## src/rtl/uart_tx_if.sv

```systemverilog
// Word handshake between the debug command/log source (master) and the UART transmitter (slave).
interface uart_tx_if #(
  parameter int DATA_WIDTH = 8
);
  logic [DATA_WIDTH-1:0] txd;
  logic                  txv;
  logic                  rdy;

  modport master (output txd, output txv, input rdy);
  modport slave  (input txd, input txv, output rdy);
endinterface

```

## src/rtl/uart_tx.sv

```systemverilog
// Debug UART transmitter: start, DATA_WIDTH data bits LSB first, optional parity, STOP_BITS stop bits.
// Optional one-word holding register for back-to-back frames: define UART_TX_HOLD_EN.
module uart_tx #(
  parameter int DATA_WIDTH = 8,
  parameter int STOP_BITS  = 1,
  parameter int PARITY     = 1,
  parameter int EVEN       = 1,
  parameter int PRESCALER  = 15
) (
  input  logic     clk,
  input  logic     rst,
  uart_tx_if.slave host,
  output logic     tx,
  output logic     busy
);
  typedef enum logic [2:0] {IDLE, START, DATA, PAR, STOP} state_t;

  localparam int PSK_W = $clog2(PRESCALER);
  localparam int BIT_W = $clog2(DATA_WIDTH + STOP_BITS + 2);
  localparam logic [PSK_W-1:0] PSK_LAST  = PSK_W'(PRESCALER - 1);
  localparam logic [BIT_W-1:0] DATA_LAST = BIT_W'(DATA_WIDTH - 1);
  localparam logic [BIT_W-1:0] STOP_LAST = BIT_W'(STOP_BITS - 1);

  state_t                state_reg, state_next;
  logic [PSK_W-1:0]      psk_ctr;
  logic [BIT_W-1:0]      bit_ctr;
  logic [DATA_WIDTH-1:0] shift_reg;
  logic                  par_reg;
  logic                  tx_reg, tx_next;
  logic                  wrap, frame_end;
  logic                  accept, load, rdy_int;
  logic [DATA_WIDTH-1:0] load_data;

  assign wrap      = (psk_ctr == PSK_LAST);
  assign frame_end = (state_reg == STOP) && wrap && (bit_ctr == STOP_LAST);

`ifdef UART_TX_HOLD_EN
  logic                  hold_full_reg;
  logic [DATA_WIDTH-1:0] hold_data_reg;

  // A word arriving while idle, or exactly as the frame ends, goes straight to the shifter.
  assign accept    = host.txv && !hold_full_reg;
  assign load      = (accept && (state_reg == IDLE || frame_end)) || (frame_end && hold_full_reg);
  assign load_data = hold_full_reg ? hold_data_reg : host.txd;
  assign rdy_int   = !hold_full_reg;

  always_ff @(posedge clk or negedge rst) begin
    if (!rst) begin
      hold_full_reg <= 1'b0;
      hold_data_reg <= '0;
    end else if (frame_end && hold_full_reg) begin
      hold_full_reg <= 1'b0;
    end else if (accept && !load) begin
      hold_full_reg <= 1'b1;
      hold_data_reg <= host.txd;
    end
  end
`else
  assign accept    = host.txv && (state_reg == IDLE);
  assign load      = accept;
  assign load_data = host.txd;
  assign rdy_int   = (state_reg == IDLE);
`endif

  always_ff @(posedge clk or negedge rst) begin
    if (!rst) begin
      state_reg <= IDLE;
      psk_ctr   <= '0;
      bit_ctr   <= '0;
      shift_reg <= '0;
      par_reg   <= 1'b0;
      tx_reg    <= 1'b1;
    end else begin
      state_reg <= state_next;
      tx_reg    <= tx_next;
      if (state_reg == IDLE || wrap)
        psk_ctr <= '0;
      else
        psk_ctr <= psk_ctr + 1'b1;
      // bit_ctr counts bits within the current state only
      if (state_next != state_reg)
        bit_ctr <= '0;
      else if (wrap)
        bit_ctr <= bit_ctr + 1'b1;
      if (load) begin
        shift_reg <= load_data;
        par_reg   <= (EVEN != 0) ? ^load_data : ~^load_data;
      end else if (state_reg == DATA && wrap) begin
        shift_reg <= shift_reg >> 1;
      end
    end
  end

  always_comb begin
    state_next = state_reg;
    case (state_reg)
      IDLE:    if (load) state_next = START;
      START:   if (wrap) state_next = DATA;
      DATA:    if (wrap && bit_ctr == DATA_LAST) state_next = (PARITY != 0) ? PAR : STOP;
      PAR:     if (wrap) state_next = STOP;
      STOP:    if (frame_end) state_next = load ? START : IDLE;
      default: state_next = IDLE;
    endcase
  end

  // tx is registered from the current state, so the line trails the FSM by one clock.
  always_comb begin
    tx_next  = 1'b1;
    busy     = (state_reg != IDLE);
    host.rdy = rdy_int;
    case (state_reg)
      START:   tx_next = 1'b0;
      DATA:    tx_next = shift_reg[0];
      PAR:     tx_next = par_reg;
      default: tx_next = 1'b1;
    endcase
  end

  assign tx = tx_reg;
endmodule

```

## src/flat_wrapper.sv

```systemverilog
// flat-port wrapper written by rule: the top's interface ports become plain ports
module uart_tx_flat 
#(
  parameter int DATA_WIDTH = 8,
  parameter int STOP_BITS  = 1,
  parameter int PARITY     = 1,
  parameter int EVEN       = 1,
  parameter int PRESCALER  = 15
)
  (clk, rst, tx, busy, host_txd, host_txv, host_rdy);
  uart_tx_if #(.DATA_WIDTH(DATA_WIDTH)) host_i ();
  input  logic clk;
  input  logic rst;
  output logic tx;
  output logic busy;
  input wire logic [$bits(host_i.txd)-1:0] host_txd;
  input wire logic [$bits(host_i.txv)-1:0] host_txv;
  output wire logic [$bits(host_i.rdy)-1:0] host_rdy;
  assign host_i.txd = host_txd;
  assign host_i.txv = host_txv;
  assign host_rdy = host_i.rdy;
  uart_tx #(.DATA_WIDTH(DATA_WIDTH), .STOP_BITS(STOP_BITS), .PARITY(PARITY), .EVEN(EVEN), .PRESCALER(PRESCALER)) u_core (.clk(clk), .rst(rst), .host(host_i), .tx(tx), .busy(busy));
endmodule
```

## config.mk

```make
export PLATFORM = sky130hd
export DESIGN_NAME = uart_tx_flat
export DESIGN_NICKNAME = d
export VERILOG_FILES = /design/src/rtl/uart_tx_if.sv /design/src/rtl/uart_tx.sv /design/src/flat_wrapper.sv
export SDC_FILE = /design/constraint.sdc
export NUM_CORES = 1
export LEC_CHECK = 0
export ABC_AREA = 1
export BUFFER_PORTS_ARGS = -buffer_cell sky130_fd_sc_hd__buf_2
export CORE_MARGIN = 10
export CORE_UTILIZATION = 49
export DETAILED_ROUTE_END_ITERATION = 10
export PLACE_DENSITY = 0.69
export SYNTH_ARGS = -nofsm -noshare
export SYNTH_HDL_FRONTEND = slang
export SYNTH_SLANG_ARGS = --single-unit
```

## constraint.sdc

```tcl
create_clock -name clk -period 1.7 [get_ports clk]
set_input_delay 0.34 -clock clk [delete_from_list [all_inputs] [get_ports clk]]
set_output_delay 0.34 -clock clk [all_outputs]
set_load 0.1 [all_outputs]
```

==> summary.md, run 1 <==
| Metric | Value |
|---|---|
| Hold endpoint | u_core.shift_reg[7] |
| First DRT Iteration DRCs | 28 |
| Min-delay worst type | in2reg |
| Final non-filler cell total | 192 |
| Drt via density | 4.89 |
| Multiplexer share of the synthesized area | 0 |
| Routed WL per cell | 11.7 um |
| Area grow syn2layout | 18.9% |
| Pin count of the biggest net entering global routing | 22 |
| Endpoints failing setup | 0 |
| Largest family of logic cells by synthesized area | simple AND/OR/NAND/NOR gates |
| WHS | 0.276 ns |
| Inserted Diodes | 0 |
| RR Startpoint | u_core.psk_ctr[0] |
| M2 GR Usage | 0.160 |
| Top post-synthesis cells by area | dfrtp_1 (43%), nand2_1 (11%), nor2_1 (6.7%), inv_1 (6.4%), xnor2_1 (4.5%) |
| First-pass GRT wire length | 3850 um |
| I/O Buffers | 13 |
| Post-synthesis compound-gate area fraction | 0.0928 |
| Cell depth of the worst flop-to-flop path | 10 |
| Post-synthesis cell type count | 22 |
| Num CTS Buffers | 3 |
| Area share of fa/ha/maj cells after synthesis | 0.0427 |
| # rows | 17 |
| Sinks on Clock Net | 21 |
| Met1 GRT Util | 0.135 |
| GR Util met3 | 0.0386 |
| Post-synth top area cell | dfrtp_1 |
| Setup Skew | 0.00271 ns |
| PwrDens | 570 nW/um2 |
| Placed Area | 1310 um2 |
| DRC viols | 0 |
| Routed Antenna Nets | 0 |
| Worst Setup Path Type | reg2out |
| Most Crowded Layer GR | met2 |
| Worst-path maximum fanout | 3 |
| H-tree depth | 1 |
| Syn_nets | 158 |
| Reg2Reg Setup Slack | 0.18 ns |
| Grt total ovfl | 0 |
| Worst slew pin tran | 0.485 ns |
| Leak | 0.000697 uW |
| Post-synth top area share | 0.427 |
| DP Worst Slack | 0.0703 ns |
| Seq. cell area | 527 um2 |
| Clock Tree Buf Depth | 2 |
| Multi-input logic area | 572 um2 |
| Die height | 68.9 um |
| CTS clk-pin slew, worst paths | 0.11 ns |
| R2R Path End | u_core.bit_ctr[0] |
| Total number of vias | 939 |
| Fmax | 596 MHz |
| Seq/Total Area, Yosys | 0.449 |
| Crit share post-route | 0.987 |
| Die X | 68.9 um |
| Status | complete, no violations |
| Synth Register Bits | 21 |
| Final min period | 1.68 ns |
| Worst setup EP type | output pin |
| I/O pin cnt | 14 |
| Syn Inst Count | 143 |
| Worst Path Arrival | 1.34 ns |
| Fillers | 199 |
| Share of cells above drive strength 1 | 0.195 |
| Total track usage | 0.106 |
| Worst vdd ir | 488 uV |
| Relative slew slack | 0.679 |
| Synthesized area | 1170 um2 |
| Initial antenna violation count | 0 |
| Final wirelength | 2250 um |
| Max-slew violations | 0 |
| DR pass1 iterations | 4 |
| Yosys warns | 0 |
| Setup crit start kind | flop |
| Final Wtd Congestion | 0.794 |
| Final hold viol count | 0 |
| Final nets | 180 |
| Finished Cell Area | 1390 um2 |
| Critical path data required time | 1.36 ns |
| Max-Cap Viols | 0 |
| Starting density of the core | 0.520 |
| Post-Synth XOR/XNOR Area | 0.0896 |
| Dpl cells | 184 |
| Max reg flops | 8 |
| Clock Latency Late Sink | 0.30 ns |
| CTS tree | built |
| Tot Pwr | 795 uW |
| Total die area | 4750 um2 |
| Hold_sp | host_txd[7] |
| Simple-Gate Fraction of Synth Area | 0.248 |
| Number of global-route vias before repair | 881 |
| Worst hold stages | 3 |
| CORE AREA | 2250 um2 |
| Post-route setup slack | 0.0218 ns |
| Clock Root Buffer | clkbuf_4 |
| RSZ-0062 raised after global routing | yes |
| Hpwl dp | 1760 um |
| Syn avg cell area | 8.20 um2 |
-- metrics by stage --
step | utilization | TNS (ns)
after floorplan | - | 0
after global placement | 0.582 | 0
after detailed placement | 0.582 | 0
after CTS | 0.598 | 0
after global routing | 0.618 | -0.0497
final | 0.618 | 0
-- power by group --
part           switching [uW]  internal (uW)
Combinational            34.4           27.1
Sequential                  0            499
Clock                     143           91.5
-- cell usage after synthesis --
cell and instances:
a21oi_1 1, a31oi_1 4, a31oi_2 1, buf_2 1, buf_6 1, dfrtp_1 20, dfstp_2 1, ha_1 4
inv_1 20, nand2_1 33, nand2b_1 1, nand3_1 8, nand3_4 1, nand4_1 1, nor2_1 21, nor2_2 2
nor3_1 1, o211ai_1 2, o21ai_0 7, o21ai_4 1, xnor2_1 6, xor2_1 6
-- area by class of cell --
cell class,instances,area share
Tap cell,28,0.0251
Clock buffer,4,0.0189
Inverter,20,0.0566
Timing Repair Buffer,19,0.111
Sequential cell,21,0.378
Multi-Input combinational cell,100,0.410
-- per-layer routing --
layer,share of wire,wire [um]
met1,0.44,996
met2,0.50,1130
met3,0.047,106
met4,0.0062,14
met5,0,0
-- kinds of logic after synthesis --
family                     after synthesis
and+or+nand+nor                         68
buffers and inverters                   22
DFF                                     21
AOI/OAI and AO/OA                       16
xor gates and xnor gates                12
adders and majority gates                4
-- how the worst max path moves through the flow --
stage / slack [ns] / cells after the start / endpoint / startpoint
after floorplan: 0.11 / 3 / host_rdy / u_core.state_reg[2]
after global placement: 0.15 / 7 / u_core.shift_reg[5] / u_core.psk_ctr[0]
after detailed placement: 0.07 / 7 / u_core.shift_reg[5] / u_core.psk_ctr[0]
after CTS: 0.02 / 5 / host_rdy / u_core.state_reg[1]
after global routing: -0.05 / 5 / host_rdy / u_core.state_reg[0]
final: 0.02 / 5 / host_rdy / u_core.state_reg[0]
-- worst max-delay path, cell delays in order (launching register included) --
cell,delay [ns]
dfrtp_1,0.44
nor2_2,0.16
buf_4,0.13
nand2_4,0.06
clkinvlp_4,0.09
buf_12,0.16
-- cell usage in the layout (no fill, tap or decap), drive strengths merged, types with 5 or more instances in the layout --
| cell type | n |
|---|---|
| inv | 19 |
| o21ai | 8 |
| nor2 | 23 |
| xnor2 | 6 |
| nand2 | 33 |
| dfrtp | 20 |
| buf | 18 |
| nand3 | 9 |
| a31oi | 5 |
| xor2 | 6 |
-- what timing repair did --
item                                    CTS  global route
endpoints found under the setup margin    0            13
gates resized for setup                   0             3
setup buffers                             0             3
hold buffers                              1             0
endpoints found under the hold margin    20             0
No activity file was read; power rests on OpenSTA's default activity.
==> run 2, diff against run 1 <==
- RECOVER_POWER: default -> 25
==> summary.md, run 2 (same netlist as run 1, synthesis figures left out) <==
| Metric | Value |
|---|---|
| Status | complete, no violations |
| Crit share post-route | 0.987 |
| Clk pwr share | 0.295 |
| Hpwl dp | 1760 um |
| Number of global-route vias before repair | 881 |
| Endpoints failing setup | 0 |
| Cell-internal power | 618 uW |
| Worst-path maximum fanout | 3 |
| Final non-filler cell total | 192 |
| Pin count of the biggest net entering global routing | 22 |
| Switching part of the total | 0.223 |
| Routed WL per cell | 11.7 um |
| Num CTS Buffers | 3 |
| Dpl cells | 184 |
| Final nets | 180 |
| WHS | 0.276 ns |
| # rows | 17 |
| First-pass GRT wire length | 3850 um |
| Area grow syn2layout | 18.8% |
| Final wirelength | 2250 um |
| DRC viols | 0 |
| Leak | 0.000694 uW |
| Setup Skew | 0.00269 ns |
| Worst setup EP type | output pin |
| Max-slew violations | 0 |
| DR pass1 iterations | 4 |
| Routed Antenna Nets | 0 |
| Sequential fraction of design power | 0.628 |
| Total die area | 4750 um2 |
| H-tree depth | 1 |
| Starting density of the core | 0.520 |
| Fillers | 199 |
| Share of cells above drive strength 1 | 0.189 |
| CORE AREA | 2250 um2 |
| Clock Tree Buf Depth | 2 |
| Gate power share | 0.077 |
| Critical path data required time | 1.36 ns |
| Max reg flops | 8 |
| Die height | 68.9 um |
| Fmax | 596 MHz |
| Setup crit start kind | flop |
| P_sw | 177 uW |
| CTS clk-pin slew, worst paths | 0.11 ns |
| Drt via density | 4.90 |
| Final hold viol count | 0 |
| PwrDens | 571 nW/um2 |
| Sinks on Clock Net | 21 |
| Sum Neg Setup Slack | 0 ns |
| Layout Utilization | 0.618 |
| CTS tree | built |
| Total track usage | 0.106 |
| Die X | 68.9 um |
| Relative slew slack | 0.267 |
| Commonest non-fill, non-tap cell in the layout | nand2_1 |
| Min-delay worst type | in2reg |
| Worst vdd ir | 488 uV |
| Finished Cell Area | 1390 um2 |
| First DRT Iteration DRCs | 28 |
| Total number of vias | 940 |
| Initial antenna violation count | 0 |
| Worst slew pin tran | 1.10 ns |
| I/O pin cnt | 14 |
| Inserted Diodes | 0 |
| Worst Setup Path Type | reg2out |
| Grt total ovfl | 0 |
| Clock Latency Late Sink | 0.30 ns |
| Final Wtd Congestion | 0.794 |
| Worst Path Arrival | 1.34 ns |
| Most frequent cells in the layout | nand2_1 (32), nor2_1 (20), dfrtp_1 (20) |
| Max-Cap Viols | 0 |
| RSZ-0062 raised after global routing | yes |
| Placed Area | 1310 um2 |
| Clock Root Buffer | clkbuf_4 |
| I/O Buffers | 13 |
| Final min period | 1.68 ns |
## run 2: cell count changes in the layout (fill, tap and decap cells not counted), sizes merged
cell,change
buf,-1
clkbuf,+1
## run 2: critical path, cell delays in order (launching register included)
cell,delay (ns)
dfrtp_1,0.44
nor2_2,0.16
buf_4,0.13
nand2_4,0.06
clkinvlp_4,0.09
buf_12,0.16
## run 2: layer usage
layer	GRT usage	wire [um]	up-vias
met4	0.0369	14	0
met2	0.160	1140	15
met5	0	0	-
li1	-	-	492
met3	0.0386	106	2
met1	0.135	995	431
## run 2: per-stage QoR
| step | total power (uW) | setup WS [ns] |
|---|---|---|
| floorplan | 540 | 0.113 |
| global placement | 568 | 0.145 |
| detailed placement | 569 | 0.0703 |
| CTS | 805 | 0.0170 |
| global route | 839 | -0.0459 |
| finish | 795 | 0.0218 |
## run 2: power groups by stage
stage                     clock network [uW]  registers, uW  logic (uW)
after floorplan                            0            509        30.4
after global placement                     0            509        59.2
after detailed placement                   0            509        60.2
after CTS                                243            499        62.5
after global routing                     269            500        70.0
final                                    234            499        61.1
## run 2: worst paths after layout
kind | slack (ns) | from | endpoint | depth (start not counted)
setup / recovery | 0.02 | u_core.state_reg[0] | host_rdy | 5
hold reg to reg | 0.50 | u_core.psk_ctr[0] | u_core.psk_ctr[0] | 1
min in group asynchronous | 0.76 | rst | u_core.bit_ctr[0] | 2
max in group asynchronous | 0.29 | rst | u_core.par_reg | 2
hold / removal | 0.28 | host_txd[7] | u_core.shift_reg[7] | 3
setup reg to reg | 0.18 | u_core.psk_ctr[0] | u_core.shift_reg[2] | 7
## run 2: timing repair
item | in CTS | in global routing
gates resized for setup | 0 | 3
hold endpoints to repair | 20 | 0
setup buffers | 0 | 3
hold buffers | 1 | 0
setup endpoints to repair | 0 | 13
## run 2: area by class of cell
class                   instances  area (um2)  share of cell area
well taps                      28        35.0              0.0252
clock buffers                   4        26.3              0.0189
repair buffers                 19         154               0.111
inverters                      20        78.8              0.0566
multi-input cells             100         572               0.411
flip-flops and latches         21         527               0.378
